--- src/rtl/mem_bus_arbiter.sv ---
// Shares one memory bus port between the fetch (I) and data (D) requesters.
// One outstanding transaction; D has priority, a starvation counter keeps fetch moving.
module mem_bus_arbiter #(
    parameter int STARVE_LIMIT = 4,
    parameter int CNT_W        = 3
) (
    input  logic             clk,
    input  logic             resetn,

    input  logic             i_valid,
    input  logic [31:0]      i_addr,
    output logic             i_addr_ok,
    output logic             i_data_ok,
    output logic [31:0]      i_data,

    input  logic             d_valid,
    input  logic [31:0]      d_addr,
    input  logic             d_write,
    input  logic [3:0]       d_strobe,
    input  logic [31:0]      d_wdata,
    output logic             d_addr_ok,
    output logic             d_data_ok,
    output logic [31:0]      d_rdata,

    output logic             m_valid,
    output logic [31:0]      m_addr,
    output logic             m_write,
    output logic [3:0]       m_strobe,
    output logic [31:0]      m_wdata,
    input  logic             m_addr_ok,
    input  logic             m_data_ok,
    input  logic [31:0]      m_rdata,

    output logic             busy,
    output logic [1:0]       dbg_state,
    output logic [CNT_W-1:0] dbg_starve_cnt
);

    // Handshake: a requester holds *_valid and its fields until it sees *_addr_ok;
    // the memory accepts on m_valid & m_addr_ok and answers later with a one-cycle
    // m_data_ok, which is forwarded to the granted requester as *_data_ok.
    typedef enum logic [1:0] {
        IDLE  = 2'd0,
        ISSUE = 2'd1,
        WAIT  = 2'd2
    } state_t;

    localparam logic [CNT_W-1:0] LIMIT   = CNT_W'(STARVE_LIMIT);
    localparam logic [CNT_W-1:0] CNT_ONE = CNT_W'(1);

    state_t           state;
    logic             gnt_d;
    logic [CNT_W-1:0] starve_cnt;
    logic [31:0]      lat_addr;
    logic             lat_write;
    logic [3:0]       lat_strobe;
    logic [31:0]      lat_wdata;

    logic pick_d;
    logic pick_i;

    // D wins unless I has been passed over STARVE_LIMIT times in a row.
    always_comb begin
        pick_d = 1'b0;
        pick_i = 1'b0;
        if (d_valid && (starve_cnt != LIMIT || !i_valid)) begin
            pick_d = 1'b1;
        end else if (i_valid) begin
            pick_i = 1'b1;
        end
    end

    always_ff @(posedge clk) begin
        if (!resetn) begin
            state      <= IDLE;
            gnt_d      <= 1'b0;
            starve_cnt <= '0;
            lat_addr   <= '0;
            lat_write  <= 1'b0;
            lat_strobe <= '0;
            lat_wdata  <= '0;
        end else begin
            case (state)
                IDLE: begin
                    if (pick_d) begin
                        state      <= ISSUE;
                        gnt_d      <= 1'b1;
                        lat_addr   <= d_addr;
                        lat_write  <= d_write;
                        lat_strobe <= d_strobe;
                        lat_wdata  <= d_wdata;
                        if (i_valid && starve_cnt != LIMIT) begin
                            starve_cnt <= starve_cnt + CNT_ONE;
                        end
                    end else if (pick_i) begin
                        state      <= ISSUE;
                        gnt_d      <= 1'b0;
                        lat_addr   <= i_addr;
                        lat_write  <= 1'b0;
                        lat_strobe <= '0;
                        lat_wdata  <= '0;
                        starve_cnt <= '0;
                    end
                end
                ISSUE: begin
                    if (m_addr_ok) begin
                        state <= WAIT;
                    end
                end
                WAIT: begin
                    if (m_data_ok) begin
                        state <= IDLE;
                    end
                end
                default: state <= IDLE;
            endcase
        end
    end

    logic in_issue;
    logic in_wait;

    assign in_issue = (state == ISSUE);
    assign in_wait  = (state == WAIT);

    // Memory side is driven purely from latched copies, never from requester inputs.
    assign m_valid  = in_issue;
    assign m_addr   = lat_addr;
    assign m_write  = lat_write;
    assign m_strobe = lat_strobe;
    assign m_wdata  = lat_wdata;

    assign i_addr_ok = in_issue & ~gnt_d & m_addr_ok;
    assign d_addr_ok = in_issue &  gnt_d & m_addr_ok;
    assign i_data_ok = in_wait  & ~gnt_d & m_data_ok;
    assign d_data_ok = in_wait  &  gnt_d & m_data_ok;
    assign i_data    = i_data_ok ? m_rdata : '0;
    assign d_rdata   = d_data_ok ? m_rdata : '0;

    assign busy           = (state != IDLE);
    assign dbg_state      = state;
    assign dbg_starve_cnt = starve_cnt;

endmodule

--- config.mk ---
export PLATFORM = sky130hd
export DESIGN_NAME = mem_bus_arbiter
export DESIGN_NICKNAME = d
export VERILOG_FILES = /design/src/rtl/mem_bus_arbiter.sv
export SDC_FILE = /design/constraint.sdc
export NUM_CORES = 1
export LEC_CHECK = 0
export BUFFER_PORTS_ARGS = -buffer_cell sky130_fd_sc_hd__buf_2
export CAP_MARGIN = 30
export CORE_ASPECT_RATIO = 0.8
export CORE_MARGIN = 5
export CORE_UTILIZATION = 42
export DETAILED_ROUTE_END_ITERATION = 10
export PLACE_DENSITY = 0.83
export SYNTH_ARGS = -nofsm -noshare
export SYNTH_HDL_FRONTEND = slang
export SYNTH_SLANG_ARGS = --single-unit
--- constraint.sdc ---
create_clock -name clk -period 1.77 [get_ports clk]
set_input_delay 0.177 -clock clk [delete_from_list [all_inputs] [get_ports clk]]
set_output_delay 0.177 -clock clk [all_outputs]
set_load 0.005 [all_outputs]
Yosys cells after proc, flatten, opt, wreduce, memory -nomap -nowiden
Cells that the tools add are included.
- muxes and demuxes: 22
- reduce and logical (&&, ||, !) cells: 10
- equal/unequal tests: 7
- bitwise gates (word level): 9
- add/subtract/negate cells: 1
- operators by type and width (operator ; count):
    $mux 32 ; 6
    $mux 3 ; 3
    $and 1x1->1 ; 8
    $mux 2 ; 4
    $mux 4 ; 2
    $mux 1 ; 6
    $ne 3x3->1 const B ; 2
    $pmux 2 s3 ; 1
    $reduce_and 3->1 ; 2
    $ne 2x2->1 const B ; 2
    $reduce_bool 2->1 ; 2
    $add 3x1->3 const B ; 1
    $eq 2x1->1 const B ; 1
    $eq 2x2->1 const B ; 1
    $logic_and 1x1->1 ; 2
    $logic_not 2->1 ; 1
    $ne 2x1->1 const B ; 1
    $reduce_and 2->1 ; 1
    $logic_not 1->1 ; 1
    $logic_or 1x1->1 ; 1
    $not 1->1 ; 1
- bits in registers: 75
- output and inout bits: 144
- logic and storage cells: 56
- input port bits: 139

Longest topological paths before layout
- depth in word-level cells: 7
- mapped depth: 8
- gate-level depth less buffers: 5

Worst setup path after synthesis
OpenSTA, ideal clock, no wires.
- kind: flip-flop to flip-flop
- start point: register starve_cnt[0] (netlist: dbg_starve_cnt[0])
- end point: register lat_addr[10] (netlist: m_addr[10])
- arrival time: 1414 ps
- clock period less this slack: 1536 ps
- required time: 1648 ps
- buffers on the path: 1
- library setup time: 122 ps
- stages on the path, launching flop included: 7
- setup slack: 234 ps
- path through: dfxtp_1 inv_1 ha_1 nand3_2 clkbuf_1 a21boi_1 o311a_1
- word-level cells in the longest chain between the ends: 6
- elaborated cells between the ends (all ways): 8
- those cells by class: 1 x eq/ne; 3 x mux; 4 x reduce/logical
- RTL lines (element ; RTL line ; source):
    from (decl) ; 53 ; logic [CNT_W-1:0] starve_cnt;
    from (signal assigned) ; 93 ; starve_cnt <= starve_cnt + CNT_ONE;
    $ne 3x3->1 * ; 66 ; if (d_valid && (starve_cnt != LIMIT || !i_valid)) begin
    $logic_or 1x1->1 * ; 66 ;
    $logic_and 1x1->1 * ; 66 ;
    $mux 1 ; 66 ;
    $reduce_bool 2->1 (no line) ; - ;
    $reduce_and 2->1 (no line) ; - ;
    to (signal assigned) ; 88 ; lat_addr <= d_addr;
    to (signal assigned) ; 98 ; lat_addr <= i_addr;
    to (decl) ; 54 ; logic [31:0] lat_addr;
Mark *: on every way between the ends. The rest lies on a longest branch, timed or not.
A chain may end at the register's enable or synchronous reset.

Worst setup path in the final report
- start point: register gnt_d
- end point: output port i_data[3]
- word-level cells in the longest chain between the ends: 4
- RTL lines (element ; RTL line ; source):
    from (decl) ; 52 ; logic gnt_d;
    from (signal assigned) ; 76 ; gnt_d <= 1'b0;
    from (signal assigned) ; 87 ; gnt_d <= 1'b1;
    from (signal assigned) ; 97 ; gnt_d <= 1'b0;
    $not 1->1 ; 135 ; assign i_data_ok = in_wait & ~gnt_d & m_data_ok;
    $and 1x1->1 (2 in a row) ; 135 ;
    $mux 32 ; 137 ; assign i_data = i_data_ok ? m_rdata : '0;
    to (decl) ; 14 ; output logic [31:0] i_data,
No other way between the ends.

==> results by group <==
Status
  • Status: complete, no violations

Setup path
  • CP Capture Type: primary output
  • Slowest stage delay, CP: 540 ps
  • R2r startpoint: dbg_starve_cnt[0]
  • Critical path origin: gnt_d
  • CP Class: flip-flop to primary output
  • CP top delay family: simple AND/OR/NAND/NOR gates
  • Worst EP required: between 1500 and 2000 ps
  • Crit-path slowest cell: and4bb_4
  • Worst Path Arrival: 1500 ps
  • Crit path buffers/inverters: 1
  • Crit Path Max Fanout: 33
  • Critical Path, Cell by Cell: and4bb_4, and2_1, buf_2
  • Startpoint types: flip-flop

Floorplanning
  • Core Box Area: around 9600 µm²
  • Die Wd: 120.7 µm
  • DIE AREA: 11890 µm²
  • Io pins: 283
  • Initial Util: 42.81%
  • # rows: 32
  • Die Y: about 100 µm

Cells and area
  • P&R area growth vs syn: 43.55%
  • Nets: ~860
  • Layout cell share with drive strength beyond 1: ~44%
  • Fill cell count: around 850
  • Finished Cell Area: a little under 6000 µm²
  • Final Core Density: between 60% and 70%

Min path
  • Hold WC Path Type: primary input to flip-flop
  • Hold Startpoint: d_wdata[8]

GRT
  • Largest net degree at the start of global routing: 76
  • Initial antenna violation count: 3
  • Total gr overflow: 0
  • First-pass GRT wire length: 22250 µm
  • Gr usage total: 22.45%
  • Vias in the first global route: ~4.5k

Placed design
  • Port bufs: between 200 and 300
  • Post-DP HPWL: ~11000 µm
  • Dpl cell area: approximately 5600 µm²
  • RD Place Congestion: 0.8511

STA
  • Final Hold Viols: 0
  • Slew Viols, Final: 0
  • Setup TNS: 0 ps
  • Clk_skew: between 7 and 8 ps
  • Min Tclk post-route: 1675 ps
  • Max Freq: 0.5970 GHz
  • Max-slew headroom: between 70% and 80%
  • RSZ-0062 raised after global routing: false
  • Worst Max-Slew Pin Slew: just under 400 ps
  • Worst Hold Slack: approximately 120 ps
  • Final setup fails: 0
  • Final period util: ~95%

Routing
  • Routed len/inst: ~17 µm
  • DRC viols: 0
  • Total iterations of the first detailed-routing run: 5
  • Via count: 4666
  • Via density: 5.502
  • Number of DRC markers in iteration 0: 195
  • Final WL: about 15000 µm
  • Antenna-violating nets left: 0

Synthesis
  • Seq/Total Area, Yosys: 36.50%
  • Area contributors post-synth: dfxtp_1 (36%), a21boi_1 (13%), and2_1 (9.7%), o311a_1 (7.8%), nand4_1 (5.9%)
  • Most frequent cells after synthesis: dfxtp_1 (75), a21boi_1 (73), and2_1 (64)
  • Synth Flop Type: dfxtp_1
  • Largest area contributor in the netlist: dfxtp_1
  • Synth Instances: between 400 and 500
  • EDFF count, synth: 0
  • Synth cell types: 33
  • Synth top area share: between 30% and 40%
  • Synth Area per Inst: between 8 and 9 µm²
  • #FFs+latches synth: 75
  • YS warnings: 0
  • Most frequent cell after synthesis: dfxtp_1
  • Syn Nets: around 600
  • Mapped Area: 4114 µm²
  • Async set-reset flop share out of synthesis: 0%

CTS
  • Clk buf depth: 2
  • Clock Latency Late Sink: around 320 ps
  • Reg clk slew, reported paths: ~60 ps
  • Post-CTS Setup Inserts: 0
  • Clock Tree Root: clkbuf_16
  • CTS tree: built
  • Num CTS Buffers: 9
  • Clock sinks: between 70 and 80
  • Hold Buf Count CTS: 0
  • H-Tree Level Count: 3

Flow run
  • Number of max-cap violations: 0

Pwr
  • Clock power share: 38.1%
  • Logic pwr share: around a fifth
  • Flop pwr share: approximately two fifths
  • P_sw: about 1.3 mW
  • Pleak: between 3 and 4 nW
  • P_int: about 3.4 mW
  • Switching Fraction: 27.02%
  • Power per cell area: between 700 and 800 nW/µm²
  • Peak VDD IR: around 0.00056 V
-- area by class of cell --
class	instances	area (µm²)	area share (%)
multi-input cells	335	2345	39.70
repair buffers	297	1595	27.01
flip-flops and latches	75	1504	25.47
clock buffers	9	225.2	3.814
well taps	119	148.9	2.521
clock inverters	7	68.82	1.165
inverters	3	11.26	0.1907
diodes	3	7.507	0.1271
-- power groups by stage --
| stage | Clock [mW] | Combinational [mW] | Sequential, mW |
|---|---|---|---|
| after floorplan | 0 | 0.511 | 1.96 |
| after global placement | 0 | 0.950 | 1.95 |
| after detailed placement | 0 | 0.982 | 1.95 |
| after CTS | 1.82 | 0.984 | 1.92 |
| after global routing | 1.90 | 1.08 | 1.93 |
| final | 1.78 | 0.983 | 1.92 |
-- metrics by stage --
stage	std cells	setup slack [ps]	total power [mW]
6_report	848	94.88	4.684
5_1_grt	848	0.3193	4.914
4_1_cts	844	9.220	4.726
3_5_place_dp	828	69.97	2.933
3_3_place_gp	828	180.7	2.896
2_1_floorplan	471	234.1	2.468
-- flip-flops by register name, indices dropped and copies added, names as in the netlist --
register / flops
dbg_starve_cnt: 3
dbg_state: 2
gnt_d: 1
m_addr: 32
m_strobe: 4
m_wdata: 32
m_write: 1
-- kinds of logic (layout without fill, tap and decap cells) --
logic type,count (synthesis),count (layout),synth area share [%]
buffers and inverters,61,316,6.904
AND/OR/NAND/NOR,154,154,23.72
AO/OA/AOI/OAI,179,179,32.27
other,0,3,0
adder cells (fa/ha/maj),2,2,0.6082
flip-flops,75,75,36.50
-- routing by layer --
| metal | wire [µm] | vias up | part of all wire (%) | track usage, % |
|---|---|---|---|---|
| li1 | - | 2236 | - | - |
| met1 | 5428 | 2202 | 37 | 24.56 |
| met2 | 7762 | 208 | 53 | 40.92 |
| met3 | 1099 | 20 | 7.5 | 6.426 |
| met4 | 298 | 0 | 2.0 | 8.798 |
| met5 | 0 | - | 0 | 0 |
-- layout by cell type (no fill, tap or decap), drive strengths merged, types with 2 or more instances in the layout --
master / synthesis / routed
o21ai: 40 / 40
clkinvlp: 0 / 2
nor3b: 2 / 2
ha: 2 / 2
o311a: 32 / 32
nand2: 3 / 3
and3: 33 / 33
clkbuf: 36 / 10
nor2: 4 / 4
o21bai: 32 / 32
nand4: 39 / 39
buf: 22 / 296
dfxtp: 75 / 75
nand3: 2 / 2
nor2b: 2 / 2
and2: 64 / 64
diode: 0 / 3
clkinv: 0 / 4
inv: 3 / 3
a21boi: 74 / 74
-- path summary, 6_finish.rpt --
check / endpoint / cells past startpoint / slack (ps)
max: i_data[3] / 3 / 90
min: m_wdata[8] / 3 / 120
max reg2reg: m_addr[14] / 6 / 120
min reg2reg: m_wdata[25] / 2 / 470
-- timing repair --
action,CTS,global route
endpoints found under the setup margin,65,92
cloned,0,1
gates resized for setup,2,3
pin swaps,0,1
-- worst register-to-register path, cell delays in order, from the launching register on --
cell and delay (ps):
dfxtp_1 370, inv_1 70, ha_1 240, nand3_4 170
buf_12 210, a21boi_1 110, o311a_1 360
(Power assumes the default switching activity.)
